### config.mk
export PLATFORM = sky130hd
export DESIGN_NAME = multicycle_control_unit
export DESIGN_NICKNAME = d
export VERILOG_FILES = /design/src/rtl/mcu_pkg.sv /design/src/rtl/mcu_decoder.sv /design/src/rtl/multicycle_control_unit.sv
export SDC_FILE = /design/constraint.sdc
export NUM_CORES = 1
export LEC_CHECK = 0
export BUFFER_PORTS_ARGS = -buffer_cell sky130_fd_sc_hd__buf_4
export CAP_MARGIN = 15
export CORE_ASPECT_RATIO = 0.7
export CORE_MARGIN = 2
export CORE_UTILIZATION = 58
export CTS_BUF_LIST = sky130_fd_sc_hd__clkbuf_2
export CTS_CLUSTER_DIAMETER = 50
export DETAILED_ROUTE_END_ITERATION = 12
export GPL_TIMING_DRIVEN = 0
export HOLD_SLACK_MARGIN = 0.05
export PLACE_DENSITY = 0.89
export SETUP_SLACK_MARGIN = 0.1
export SLEW_MARGIN = 30
export SYNTH_ARGS = -nofsm -noshare
export SYNTH_HDL_FRONTEND = slang
export SYNTH_SLANG_ARGS = --single-unit
### constraint.sdc
create_clock -name clk_i -period 3.8 [get_ports clk_i]
set_input_delay 0.19 -clock clk_i [delete_from_list [all_inputs] [get_ports clk_i]]
set_output_delay 0.19 -clock clk_i [all_outputs]
set_load 0.01 [all_outputs]
### src/rtl/mcu_pkg.sv
// Shared types and constants for the multi-cycle RV32I control unit:
// FSM state encoding, opcode values and the 15-bit control word.
package mcu_pkg;

    typedef enum logic [2:0] {
        FETCH  = 3'd0,
        DECODE = 3'd1,
        EXEC   = 3'd2,
        MEM    = 3'd3,
        WB     = 3'd4,
        TRAP   = 3'd5,
        HALT   = 3'd6
    } state_t;

    localparam logic [6:0] OP_RTYPE  = 7'b0110011;
    localparam logic [6:0] OP_LOAD   = 7'b0000011;
    localparam logic [6:0] OP_STORE  = 7'b0100011;
    localparam logic [6:0] OP_BRANCH = 7'b1100011;
    localparam logic [6:0] OP_ITYPE  = 7'b0010011;
    localparam logic [6:0] OP_JALR   = 7'b1100111;
    localparam logic [6:0] OP_JAL    = 7'b1101111;
    localparam logic [6:0] OP_LUI    = 7'b0110111;

    typedef struct packed {
        logic       memw;
        logic       branch;
        logic       memrd;
        logic       regwrite;
        logic       memtoreg;
        logic       opbsel;
        logic [2:0] aluop;
        logic [1:0] opasel;
        logic [1:0] extendsel;
        logic [1:0] nextpcsel;
    } cw_t;

    localparam cw_t CW_NOP    = 15'h0000;
    localparam cw_t CW_RTYPE  = 15'h0800;
    localparam cw_t CW_LOAD   = 15'h1F00;
    localparam cw_t CW_STORE  = 15'h4348;
    localparam cw_t CW_BRANCH = 15'h2081;
    localparam cw_t CW_ITYPE  = 15'h0A40;
    localparam cw_t CW_JALR   = 15'h0AE3;
    localparam cw_t CW_JAL    = 15'h08E2;
    localparam cw_t CW_LUI    = 15'h0BB4;

endpackage

### src/rtl/mcu_decoder.sv
// Combinational opcode decoder: maps instr[6:0] to a control word and a
// legal flag. Unknown opcodes produce an all-zero (NOP) control word.
module mcu_decoder
    import mcu_pkg::*;
(
    input  logic [6:0] i_opcode,
    output cw_t        o_cw,
    output logic       o_legal
);

    always_comb begin
        o_cw    = CW_NOP;
        o_legal = 1'b1;
        case (i_opcode)
            OP_RTYPE:  o_cw = CW_RTYPE;
            OP_LOAD:   o_cw = CW_LOAD;
            OP_STORE:  o_cw = CW_STORE;
            OP_BRANCH: o_cw = CW_BRANCH;
            OP_ITYPE:  o_cw = CW_ITYPE;
            OP_JALR:   o_cw = CW_JALR;
            OP_JAL:    o_cw = CW_JAL;
            OP_LUI:    o_cw = CW_LUI;
            default:   o_legal = 1'b0;
        endcase
    end

endmodule

### src/rtl/multicycle_control_unit.sv
// Multi-cycle RV32I control FSM sequencing FETCH/DECODE/EXEC/MEM/WB over a
// shared req/ack memory port. Define MCU_ILLEGAL_TRAP_EN to trap on unknown opcodes.
module multicycle_control_unit
    import mcu_pkg::*;
#(
    parameter int unsigned TIMEOUT = 15,
    parameter int unsigned CNT_W   = 32
) (
    input  logic             clk_i,
    input  logic             rst_ni,
    input  logic [31:0]      instr_i,
    input  logic             mem_ack_i,
    input  logic             branch_taken_i,
    input  logic             stall_i,
    output logic             mem_req_o,
    output logic             mem_iord_o,
    output logic             ir_we_o,
    output logic             pc_we_o,
    output logic             memw_o,
    output logic             branch_o,
    output logic             memrd_o,
    output logic             regwrite_o,
    output logic             memtoreg_o,
    output logic             opBsel_o,
    output logic [2:0]       aluop_o,
    output logic [1:0]       opAsel_o,
    output logic [1:0]       extendsel_o,
    output logic [1:0]       nextPCsel_o,
    output logic [2:0]       state_o,
    output logic [CNT_W-1:0] instret_o,
    output logic             fault_o,
    output logic             illegal_o,
    output logic             trap_o
);

    localparam int TO_W = (TIMEOUT < 2) ? 1 : $clog2(TIMEOUT + 1);

    state_t            r_state, w_state_next;
    cw_t               r_cw, w_dec_cw;
    logic [CNT_W-1:0]  r_instret;
    logic              r_fault;
    logic [TO_W-1:0]   r_to_cnt, w_to_next;
    logic              w_dec_legal, w_halt;
    logic              w_req, w_iord, w_ir_we, w_pc_we, w_trap, w_retire, w_cw_load;
    logic              w_to_tick, w_to_clr, w_fault_set;
    logic              w_wb_en, w_mem_en, w_br_en;
    logic              w_is_mem, w_is_jump;
    logic              w_unused;
`ifdef MCU_ILLEGAL_TRAP_EN
    logic              r_illegal, w_ill_set, w_ill_clr;
`endif

    assign w_unused = ^instr_i[31:7];

    mcu_decoder u_decoder (
        .i_opcode (instr_i[6:0]),
        .o_cw     (w_dec_cw),
        .o_legal  (w_dec_legal)
    );

    // Instruction class is recovered from the latched word, so EXEC/MEM never look at instr_i.
    assign w_is_mem  = r_cw.memw | r_cw.memrd;
    assign w_is_jump = !r_cw.branch && (r_cw.nextpcsel != 2'b00);
    assign w_to_next = r_to_cnt + TO_W'(1);

    always_comb begin
        w_state_next = r_state;
        w_req        = 1'b0;
        w_iord       = 1'b0;
        w_ir_we      = 1'b0;
        w_pc_we      = 1'b0;
        w_trap       = 1'b0;
        w_retire     = 1'b0;
        w_cw_load    = 1'b0;
        w_to_tick    = 1'b0;
        w_to_clr     = 1'b0;
        w_fault_set  = 1'b0;
        w_wb_en      = 1'b0;
        w_mem_en     = 1'b0;
        w_br_en      = 1'b0;
`ifdef MCU_ILLEGAL_TRAP_EN
        w_ill_set    = 1'b0;
        w_ill_clr    = 1'b0;
`endif
        case (r_state)
            FETCH: begin
                w_req = 1'b1;
                if (mem_ack_i) begin
                    w_ir_we      = 1'b1;
                    w_pc_we      = 1'b1;
                    w_to_clr     = 1'b1;
                    w_state_next = DECODE;
                end else begin
                    w_to_tick = 1'b1;
                end
            end
            DECODE: begin
                w_cw_load = 1'b1;
                if (!stall_i) begin
                    if (w_dec_legal) begin
                        w_state_next = EXEC;
`ifdef MCU_ILLEGAL_TRAP_EN
                        w_ill_clr    = 1'b1;
`endif
                    end else begin
`ifdef MCU_ILLEGAL_TRAP_EN
                        w_state_next = TRAP;
                        w_ill_set    = 1'b1;
`else
                        w_state_next = FETCH;
`endif
                    end
                end
            end
            EXEC: begin
                w_br_en = 1'b1;
                if (!stall_i) begin
                    if (r_cw.branch) begin
                        w_pc_we      = branch_taken_i;
                        w_retire     = 1'b1;
                        w_state_next = FETCH;
                    end else if (w_is_mem) begin
                        w_state_next = MEM;
                    end else begin
                        w_pc_we      = w_is_jump;
                        w_state_next = WB;
                    end
                end
            end
            MEM: begin
                w_req    = 1'b1;
                w_iord   = 1'b1;
                w_mem_en = 1'b1;
                if (mem_ack_i) begin
                    w_to_clr = 1'b1;
                    if (r_cw.memrd) begin
                        w_state_next = WB;
                    end else begin
                        w_retire     = 1'b1;
                        w_state_next = FETCH;
                    end
                end else begin
                    w_to_tick = 1'b1;
                end
            end
            WB: begin
                if (!stall_i) begin
                    w_wb_en      = 1'b1;
                    w_retire     = 1'b1;
                    w_state_next = FETCH;
                end
            end
`ifdef MCU_ILLEGAL_TRAP_EN
            TRAP: begin
                w_trap       = 1'b1;
                w_pc_we      = 1'b1;
                w_state_next = FETCH;
            end
`endif
            HALT: w_state_next = HALT;
            default: w_state_next = FETCH;
        endcase
        if (w_to_tick && (TIMEOUT != 0) && (w_to_next == TO_W'(TIMEOUT))) begin
            w_state_next = HALT;
            w_fault_set  = 1'b1;
        end
    end

    always_ff @(posedge clk_i or negedge rst_ni) begin
        if (!rst_ni) begin
            r_state   <= FETCH;
            r_cw      <= CW_NOP;
            r_instret <= '0;
            r_fault   <= 1'b0;
            r_to_cnt  <= '0;
        end else begin
            r_state <= w_state_next;
            if (w_cw_load)   r_cw      <= w_dec_cw;
            if (w_retire)    r_instret <= r_instret + CNT_W'(1);
            if (w_fault_set) r_fault   <= 1'b1;
            if (w_to_clr)        r_to_cnt <= '0;
            else if (w_to_tick)  r_to_cnt <= w_to_next;
        end
    end

`ifdef MCU_ILLEGAL_TRAP_EN
    always_ff @(posedge clk_i or negedge rst_ni) begin
        if (!rst_ni)        r_illegal <= 1'b0;
        else if (w_ill_set) r_illegal <= 1'b1;
        else if (w_ill_clr) r_illegal <= 1'b0;
    end
    assign illegal_o = r_illegal & !w_halt;
`else
    assign illegal_o = 1'b0;
`endif

    assign w_halt = (r_state == HALT);

    // Input-driven strobes are masked by reset so the bus request drops asynchronously.
    assign mem_req_o   = rst_ni & w_req;
    assign mem_iord_o  = rst_ni & w_iord;
    assign ir_we_o     = rst_ni & w_ir_we;
    assign pc_we_o     = rst_ni & w_pc_we;
    assign trap_o      = rst_ni & w_trap;

    assign regwrite_o  = w_wb_en  & r_cw.regwrite;
    assign memw_o      = w_mem_en & r_cw.memw;
    assign memrd_o     = w_mem_en & r_cw.memrd;
    assign branch_o    = w_br_en  & r_cw.branch;
    assign memtoreg_o  = !w_halt & r_cw.memtoreg;
    assign opBsel_o    = !w_halt & r_cw.opbsel;
    assign aluop_o     = w_halt ? 3'b000 : r_cw.aluop;
    assign opAsel_o    = w_halt ? 2'b00 : r_cw.opasel;
    assign extendsel_o = w_halt ? 2'b00 : r_cw.extendsel;
    assign nextPCsel_o = (w_halt || r_state == FETCH) ? 2'b00 : r_cw.nextpcsel;

    assign state_o     = r_state;
    assign instret_o   = w_halt ? '0 : r_instret;
    assign fault_o     = r_fault;

endmodule
==> load_flow_metrics.sql <==
INSERT INTO impl_metrics (metric_group, metric, value, unit) VALUES
('worst_hold_path', 'worstHoldEndpoint', 'r_cw[1]$_DFFE_PN0N_', ''),
('cts', 'tritoncts_num_sinks', '52', ''),
('finish', 'nets_finish', '449', ''),
('finish', 'finalInstanceArea', '3720', 'um2'),
('critical_path', 'crit_fanout', '10', ''),
('global_route', 'grt_first_pass_wirelength', '11.3', 'mm'),
('routing', 'drc_errors', '0', ''),
('critical_path', 'setup.worst_path.class', 'reg2out', ''),
('power', 'leakage', '1.84', 'nW'),
('logic_synthesis', 'postSynthRegisterBits', '52', ''),
('cts', 'cts.repair.resized', '0', ''),
('global_route', 'use_met1', '36.7', '%'),
('cts', 'cts_tree', 'built', ''),
('placed_design', 'place_congestion', '0.915', ''),
('finish', 'final_core_util', '71.8', '%'),
('routing', 'route.detailed.vias_per_inst', '5.51', ''),
('critical_path', 'critical_register_to_register_path_endpoint', 'r_instret[8]$_DFFE_PN0P_', ''),
('timing', 'max-slew-margin-rel', '56.4', '%'),
('worst_hold_path', 'hold_class', 'in2reg', ''),
('cts', 'clk_pin_slew', '240', 'ps'),
('logic_synthesis', 'yosysWarnings', '0', ''),
('timing', 'fin_crit_sh', '69.7', '%'),
('logic_synthesis', 'syn-mean-instance-area', '9.19', 'um2'),
('timing', 'report.final.slew_viol_count', '0', ''),
('critical_path', 'worst_setup_path_end_kind', 'primary output', ''),
('timing', 'fmax', '377', 'MHz'),
('global_route', 'first_global_vias', '2347', ''),
('cts', 'clock_tree.root_cell', 'sky130_fd_sc_hd__clkbuf_2', ''),
('job', 'drv_cap', '0', ''),
('routing', 'route.antenna.remaining_nets', '0', ''),
('global_route', 'grt.busiest_layer', 'met1', ''),
('logic_synthesis', 'synth_top_area_share', '42.2', '%'),
('logic_synthesis', 'synth_cells', '336', ''),
('critical_path', 'crit-reg2reg-launch', 'state_o[0]$_DFFE_PN0P_', ''),
('routing', 'route.vias.total', '2656', ''),
('logic_synthesis', 'synth_top_flop_cell', 'sky130_fd_sc_hd__dfrtp_1', ''),
('global_route', 'grtUsageMet3', '3.60', '%'),
('outcome', 'result_of_the_run', 'finished clean', ''),
('floorplan', 'die_height', '65.0', 'um'),
('logic_synthesis', 'synth_enable_flop_cells', '0', ''),
('logic_synthesis', 'synth.yosys.seq_area_share', '42.2', '%'),
('timing', 'tns', '0', 'ps'),
('critical_path', 'worst_r2r_path_depth', '7', ''),
('critical_path', 'crit_arrival', '2460', 'ps'),
('global_route', 'met2_usage', '34.9', '%'),
('finish', 'area_growth', '20.4', '%'),
('floorplan', 'fp.dieArea', '5930', 'um2'),
('cts', 'post_cts_buffers', '0', ''),
('worst_hold_path', 'hp-start', 'instr_i[1]', ''),
('cts', 'hold_buffers', '3', ''),
('finish', 'most-common-layout-cells', '67 x sky130_fd_sc_hd__buf_4, 52 x sky130_fd_sc_hd__dfrtp_1, 39 x sky130_fd_sc_hd__and2_1', ''),
('placed_design', 'portBuffers', '62', ''),
('global_route', 'number_of_antenna_violations_at_the_first_check_in_global_routing', '0', ''),
('worst_hold_path', 'timing.hold.worst_path_depth', '3', ''),
('timing', 'fin_worst_skew', '19.0', 'ps'),
('logic_synthesis', 'yosysUniqueCellTypes', '54', ''),
('logic_synthesis', 'post_synth_main_area_contributors', 'sky130_fd_sc_hd__dfrtp_1 42%, sky130_fd_sc_hd__and2_1 7.9%, sky130_fd_sc_hd__xor2_1 5.4%', ''),
('placed_design', 'place_ws', '1650', 'ps'),
('timing', 'timing.final.ws_setup', '1150', 'ps'),
('floorplan', 'start_util', '59.6', '%'),
('logic_synthesis', 'synth_area', '3090', 'um2'),
('power', 'peakVddDrop', '0.000221', 'V'),
('placed_design', 'post_dp_cell_area', '3650', 'um2'),
('critical_path', 'r2r_setup_slack', '1820', 'ps'),
('placed_design', 'dp_hpwl', '4.96', 'mm'),
('cts', 'cts_max_level', '2', ''),
('timing', 'grt_setup_unrepaired', 'false', ''),
('floorplan', 'coreArea', '5170', 'um2'),
('timing', 'worstMarginPinSlew', '655', 'ps'),
('routing', 'routed_wire_per_std_cell', '14.0', 'um'),
('logic_synthesis', 'async_flop_share', '100', '%');
flip-flops by register name (all words and copies together) (netlist names):
| name | cells |
|---|---|
| r_instret | 32 |
| r_to_cnt | 4 |
| r_cw | 12 |
| fault_o | 1 |
| state_o | 3 |
worst max-delay path by stage:
stage	start	endpoint	slack [ps]	cells past startpoint
floorplan	state_o[0]$_DFFE_PN0P_	r_instret[21]$_DFFE_PN0P_	2060	7
global placement	state_o[1]$_DFFE_PN0P_	instret_o[26]	1650	7
detailed placement	state_o[1]$_DFFE_PN0P_	instret_o[26]	1650	7
CTS	state_o[1]$_DFFE_PN0P_	instret_o[26]	1110	7
global route	state_o[1]$_DFFE_PN0P_	instret_o[26]	880	7
finish	state_o[1]$_DFFE_PN0P_	instret_o[26]	1150	7
cell usage after synthesis (all sizes together), types with 2 or more instances:
master and count:
a211oi 2, a21o 3, a21oi 9, and2 40, and3 11, buf 11, clkbuf 14, dfrtp 52
ha 3, inv 5, nand2 26, nand2b 6, nand3 14, nand3b 3, nand4 13, nor2 21
nor2b 6, nor3 21, nor4 2, nor4b 2, o2111ai 2, o21ai 10, o31ai 4, xnor2 17
xor2 19
worst max-delay path, stage by stage, from the launching register on:
cell	delay, ps
sky130_fd_sc_hd__dfrtp_1	490
sky130_fd_sc_hd__buf_4	190
sky130_fd_sc_hd__nor2b_1	170
sky130_fd_sc_hd__nand2_1	170
sky130_fd_sc_hd__clkbuf_1	420
sky130_fd_sc_hd__clkbuf_1	290
sky130_fd_sc_hd__and2_1	180
sky130_fd_sc_hd__buf_4	120
metal layers:
layer,part of all wire (%),vias up
li1,-,1302
met1,49,1272
met2,46,75
met3,4.8,7
met4,0.95,0
met5,0,-
per-stage QoR:
| stage | total power, mW | hold slack [ps] | std cells |
|---|---|---|---|
| global route | 1.47 | 99.0 | 482 |
| finish | 1.38 | 111 | 482 |
| global placement | 1.16 | 271 | 471 |
| detailed placement | 1.17 | 267 | 471 |
| floorplan | 0.992 | -106 | 337 |
| CTS | 1.38 | 69.4 | 482 |
cell type report:
type | count | area [um2] | area share, %
Multi-Input combinational cell | 255 | 1640 | 44.2
Sequential cell | 52 | 1300 | 35.0
Clock buffer | 6 | 30.0 | 0.808
Tap cell | 72 | 90.1 | 2.42
Clock inverter | 2 | 11.3 | 0.303
Inverter | 5 | 18.8 | 0.505
Buffer | 25 | 126 | 3.40
Timing Repair Buffer | 65 | 495 | 13.3
power breakdown:
group	switching, mW	internal, mW
Combinational	0.287	0.216
Clock	0.171	0.0457
Sequential	0.0490	0.607
Total	0.507	0.869
logic make-up (layout without fill, tap and decap cells):
logic type | after synthesis | count (layout) | synth area share (%)
xor gates and xnor gates | 36 | 36 | 10.2
adders and majority gates | 3 | 3 | 1.22
other | 1 | 2 | 0.121
buffers and inverters | 30 | 103 | 4.70
muxes | 1 | 1 | 0.365
AOI/OAI and AO/OA | 42 | 42 | 9.28
and+or+nand+nor | 171 | 171 | 31.9
DFF | 52 | 52 | 42.2
Power figures use the tool's default switching activity.
